$ cat config.mk
export PLATFORM = sky130hd
export DESIGN_NAME = au_updown_counter
export DESIGN_NICKNAME = d
export VERILOG_FILES = /design/src/rtl/au_updown_counter.sv
export SDC_FILE = /design/constraint.sdc
export NUM_CORES = 1
export LEC_CHECK = 0
export BUFFER_PORTS_ARGS = -buffer_cell sky130_fd_sc_hd__buf_2
export CAP_MARGIN = 20
export CORE_ASPECT_RATIO = 1.1
export CORE_MARGIN = 3
export CORE_UTILIZATION = 50
export DETAILED_ROUTE_END_ITERATION = 7
export GPL_ROUTABILITY_DRIVEN = 0
export PLACE_DENSITY_LB_ADDON = 0.08
export SYNTH_ARGS = -nofsm -noshare
export SYNTH_HDL_FRONTEND = slang
export SYNTH_SLANG_ARGS = --single-unit
export TNS_END_PERCENT = 50
$ cat constraint.sdc
create_clock -name clk -period 3.1 [get_ports clk]
set_input_delay 0.62 -clock clk [delete_from_list [all_inputs] [get_ports clk]]
set_output_delay 0.62 -clock clk [all_outputs]
set_load 0.05 [all_outputs]
$ cat src/rtl/au_updown_counter.sv
// Loadable, cascadable up/down counter wrapped around a single incrementer/decrementer.
// Also holds AU_incdec_c, the combinational +/-ci stage that the counter feeds back through.

module AU_incdec_c #(
  parameter int WIDTH = 8,
  parameter int ARCH  = 0
) (
  input  logic [WIDTH-1:0] a,
  input  logic             ci,
  input  logic             inc_dec,
  output logic [WIDTH-1:0] z,
  output logic             co
);

  // co is the carry out on increment and the borrow out on decrement.
  generate
    if (ARCH == 0) begin : g_behav
      logic [WIDTH:0] sum;

      always_comb begin
        sum = '0;
        if (inc_dec)
          sum = {1'b0, a} - {{WIDTH{1'b0}}, ci};
        else
          sum = {1'b0, a} + {{WIDTH{1'b0}}, ci};
      end

      assign z  = sum[WIDTH-1:0];
      assign co = sum[WIDTH];
    end else begin : g_ripple
      // Borrow propagates through zeros, carry through ones, hence the XOR with direction.
      logic [WIDTH:0] chain;

      assign chain[0] = ci;
      for (genvar i = 0; i < WIDTH; i++) begin : g_bit
        assign z[i]         = a[i] ^ chain[i];
        assign chain[i + 1] = (a[i] ^ inc_dec) & chain[i];
      end
      assign co = chain[WIDTH];
    end
  endgenerate

endmodule

module au_updown_counter #(
  parameter int WIDTH    = 8,
  parameter int ARCH     = 0,
  parameter int SATURATE = 0
) (
  input  logic             clk,
  input  logic             rst_n,
  input  logic             clr,
  input  logic             load,
  input  logic [WIDTH-1:0] load_val,
  input  logic             en,
  input  logic             inc_dec,
  output logic [WIDTH-1:0] cnt,
  output logic             wrap,
  output logic             casc_co,
  output logic             at_bnd
);

  logic [WIDTH-1:0] z;
  logic             co;

  AU_incdec_c #(
    .WIDTH (WIDTH),
    .ARCH  (ARCH)
  ) u_incdec (
    .a       (cnt),
    .ci      (en),
    .inc_dec (inc_dec),
    .z       (z),
    .co      (co)
  );

  // In saturate mode a step that would carry/borrow is blocked, but still flagged.
  always_ff @(posedge clk) begin
    if (!rst_n) begin
      cnt  <= '0;
      wrap <= 1'b0;
    end else if (clr) begin
      cnt  <= '0;
      wrap <= 1'b0;
    end else if (load) begin
      cnt  <= load_val;
      wrap <= 1'b0;
    end else if (en) begin
      if ((SATURATE == 0) || !co)
        cnt <= z;
      wrap <= co;
    end else begin
      wrap <= 1'b0;
    end
  end

  assign casc_co = en & co & ~clr & ~load & rst_n;
  assign at_bnd  = inc_dec ? (cnt == '0) : (cnt == '1);

endmodule

Word level (Yosys, flattened, before mapping)
Cells that the tools add are included.
{"block": "op_classes", "add_sub_neg": 2, "n_eq_ne": 1, "n_mux": 4, "n_bitwise": 8, "reduce_logical": 4}
{"op": "two-way mux 8 bit", "n": 2}
{"op": "adder 8 x 1 -> 9 bit", "n": 1}
{"op": "two-way mux 9 bit", "n": 1}
{"op": "subtractor 8 x 1 -> 9 bit", "n": 1}
{"op": "== test 8 bit (second input constant)", "n": 1}
{"op": "logical NOT 8 bit", "n": 1}
{"op": "bitwise AND 1 bit", "n": 4}
{"op": "NOT 1 bit", "n": 4}
{"op": "OR reduction 4 bit", "n": 1}
{"op": "nonzero test 2 bit", "n": 1}
{"op": "OR reduction 2 bit", "n": 1}
{"op": "two-way mux 1 bit", "n": 1}
{"block": "totals", "register_bits": 9, "in_bits": 14, "out_inout_bits": 11, "elab_cells": 21}

Depth between registers and ports, before layout
{"block": "logic_depth", "ltp_word": 6, "ltp_mapped": 9, "mapped_depth_nobuf": 8}

Modules after synthesis
Synthesis repeated with hierarchy kept, for this count alone.
{"block": "unflattened", "hier_cells": 99, "area_unflattened_um2": 878.3}
{"module": "au_updown_counter", "instances": 1, "cells_per_inst": 47, "area_per_inst_um2": 498.0, "seq_area_each_um2": 180.2}
{"module": "AU_incdec_c", "instances": 1, "cells_per_inst": 52, "area_per_inst_um2": 380.4, "seq_area_each_um2": 0.0}

Least setup slack after synthesis
Ideal clock, no wire load.
{"block": "synth_timing", "kind": "in2out", "from": "input port en", "to": "output port casc_co", "t_arrival_ps": 3093, "t_required_ps": 2480, "slack_ps": -613, "cell_stages": 9, "n_path_buf": 1, "path_cell_list": "buf_2 nand2b_1 inv_1 fa_1 nor2b_1 o31ai_2 a21oi_1 xnor2_1 nor3_1"}
{"block": "synth_via", "elab_chain_len": 6, "word_cells_on_any_way": 7, "cone_classes": "add/sub (2); mux (1); bitwise (4)"}
{"element": "start, declared", "line": "55", "rtl": "input logic en,"}
{"element": "adder 8 x 1 -> 9 bit / subtractor 8 x 1 -> 9 bit (equally long branches)", "line": "25, 23"}
{"element": "two-way mux 9 bit", "line": "22", "rtl": "if (inc_dec)"}
{"element": "bitwise AND 1 bit (*) (4 in a row)", "line": "97", "rtl": "assign casc_co = en & co & ~clr & ~load & rst_n;"}
{"element": "end, declared", "line": "59", "rtl": "output logic casc_co,"}
Mark *: on every way between the ends. The rest lies on a longest branch, timed or not.

Final worst setup path
{"block": "layout_timing", "from": "input port inc_dec", "to": "output port casc_co"}
{"block": "layout_via", "elab_chain_len": 5}
{"element": "start, declared", "line": "56", "rtl": "input logic inc_dec,"}
{"element": "two-way mux 9 bit", "line": "22"}
{"element": "bitwise AND 1 bit (4 in a row)", "line": "97"}
No other way between the ends.

==> results.cfg <==
[status]
status = completed

[global_route]
grt_pass1_vias = 767
overflow = 0
grt_first_pass_wirelength_mm = 3.37
grt_usage_pct = 20.6
grt_max_degree = 19
antenna_found_initial = 0

[clock_network]
cts-root-buf = clkbuf_4
clk_pin_slew_worst_paths_ps = 60
cts_buffer_depth = 2
cts_sinks = 9
cts.repair.resized = 0
hold_buffers = 0
cts_max_level = 1
clk_latency_ps = 270
cts_tree = done
cts_buffers = 3
post-cts-setup-buffers = 0

[final_layout]
final_nets = 163
drive_gt1_share_pct = 35.3
syn2layout_area_growth_pct = 32.0
n_fill_cell = 110
antennaDiodeCount = 0

[critical_path]
cp_top_family = buffers and inverters
cp.buffers_inverters = 3
cp-start-kind = input port
worstSetupEndpointType = primary output
cpMaxStageDelayCell = ha_1
crit_type = in2out
critPathMaxStageDelay_ps = 300
cp_cell_sequence = buf_2 -> nand2b_2 -> buf_4 -> ha_1 -> o211a_1 -> o31ai_4 -> a21oi_1 -> xnor2_2 -> nor3_4 -> clkbuf_4
cp_max_fo = 7
critical_path_required_ps = 2480
arrival_ps = 2430

[route]
wl_per_cell_um = 14.8
wl_met1_um = 964
wl_met2_mm = 1.15
drtPass1Iterations = 4
dr.max_layer_used = met4
drt-initial-drc-count = 25
finalWirelength_mm = 2.29
vias = 932
wl_met3_um = 136
viasPerCell = 6.01
drc = 0
final_antenna_net_count = 0

[floorplan]
initial_core_util_pct = 56.5
io_pins = 25
rows = 14
die_w_um = 44.9
core-area_sq_um = 1470
die_h_um = 48.8
die_area_sq_um = 2190

[synthesis]
synth_area_leaders = dfxtp_1 (22%), ha_1 (12%), a21oi_1 (7.2%), nor2_1 (5.9%), nor3b_1 (3.6%)
syn_area_per_cell_sq_um = 8.00
ys_ff_latch = 9
yosysWarnings = 0
ys_async_sr_fraction_pct = 0
synthCells = 104
yosysTopAreaCellShare_pct = 21.7
ys_types = 39
synth_ff_type = dfxtp_1
seq_area_frac_synth_pct = 21.7
synth_edf_count = 0
syn_area_sq_um = 832
post-synth-top-area-cell = dfxtp_1
syn_nets = 127

[sta]
clock_skew_ps = 7.12
min_period_over_period_pct = 98.3
tightest_slew_ps = 331
fin_ws_ps = 52.9
slew_violations = 0
fin_tns_setup_ps = 0
fin_crit_ps = 3050
hold_viol = 0
max_slew_margin_pct = 77.6
fmax_mhz = 328
setup_viol = 0

[placed_design]
place.port_buffers = 24
post-place-ws_ps = 19.2
hpwl_mm = 1.71

[min_path]
hold_path_class = in2reg

[run]
maxCapViolations = 0

[power]
p_leak_nw = 0.521
p_per_area_nw_per_um2 = 367
finalPower_w = 0.000403
max-vdd-ir-drop_mv = 0.261
## logic make-up (layout without fill, tap and decap cells)
kind of cell	Yosys count	in the layout	synth area share (%)
DFF	9	9	21.7
AOI/OAI and AO/OA	30	30	24.8
buffers and inverters	9	44	4.36
muxes	3	3	4.21
xor gates and xnor gates	2	2	2.11
adders and majority gates	9	9	14.4
and+or+nand+nor	42	42	28.4
## cells in the mapped netlist (2+ instances only)
library cell and count:
nor2_1 13, a21oi_1 12, dfxtp_1 9, ha_1 8, inv_1 5, nor3_1 5
nand2b_1 4, nor3b_1 4, a211oi_1 3, nand2_1 3, buf_1 2, buf_2 2
mux2i_1 2, nand3_1 2, nor2b_1 2, nor4_1 2, o21a_1 2, o21ai_0 2
xnor2_1 2
## where the power goes
group | internal (W) | switching [W]
clock | 0.0000498 | 0.0000452
combinational | 0.0000760 | 0.000103
sequential | 0.000121 | 0.00000773
total | 0.000247 | 0.000156
## worst paths after layout
kind | start | to | slack (ps) | cells past startpoint
max | inc_dec | casc_co | 50 | 10
min | load_val[0] | cnt[0]$_SDFFE_PP0P_ | 590 | 3
max reg2reg | cnt[0]$_SDFFE_PP0P_ | wrap$_SDFF_PP0_ | 1110 | 8
min reg2reg | cnt[1]$_SDFFE_PP0P_ | cnt[1]$_SDFFE_PP0P_ | 700 | 4
## cells in the final DEF (no fill, tap or decap), types with 2 or more instances in the layout
master / count
o21a_1: 2
a211oi_1: 3
clkbuf_4: 4
mux2i_1: 2
buf_2: 23
ha_1: 8
nor4_1: 2
nor2_1: 13
dfxtp_1: 9
nor3_1: 4
nor3b_1: 4
buf_4: 11
nand2_1: 3
nand3_1: 2
o21ai_0: 2
inv_1: 5
a21oi_1: 12
nand2b_1: 3
## state kept, by name, summed over array words and instances, names as in the netlist
register	count
cnt	8
wrap	1
## final cells by class
class | count | area, sq um | area share [%]
Clock buffer | 4 | 26.3 | 2.39
Inverter | 5 | 18.8 | 1.71
Multi-Input combinational cell | 86 | 648 | 59.0
Sequential cell | 9 | 180 | 16.4
Tap cell | 16 | 20.0 | 1.82
Timing Repair Buffer | 35 | 205 | 18.7
## metrics by stage
| step | area, sq um | utilization [%] | cells | hold WS, ps |
|---|---|---|---|---|
| after floorplan | 843 | - | 104 | 763 |
| after CTS | 1070 | 73.0 | 155 | 570 |
| final | 1100 | 74.7 | 155 | 590 |
| after detailed placement | 1050 | 71.3 | 151 | 688 |
| after global placement | 1050 | 71.3 | 151 | 666 |
| after global routing | 1100 | 74.7 | 155 | 600 |
## worst reg2reg max path: cells and delay by family, from the launching register on
| kind | cells | cell delay (ps) |
|---|---|---|
| adder cells (fa/ha/maj) | 2 | 610 |
| AND/OR/NAND/NOR | 2 | 410 |
| flip-flops | 1 | 390 |
| AO/OA/AOI/OAI | 2 | 310 |
| XOR/XNOR | 1 | 120 |
| buffers and inverters | 1 | 60 |
## metal layers
| metal | vias up | GRT usage, % |
|---|---|---|
| met5 | - | 0 |
| met3 | 9 | 6.64 |
| met4 | 0 | 7.32 |
| met1 | 432 | 26.9 |
| li1 | 455 | - |
| met2 | 36 | 31.1 |
(Power assumes the default switching activity.)
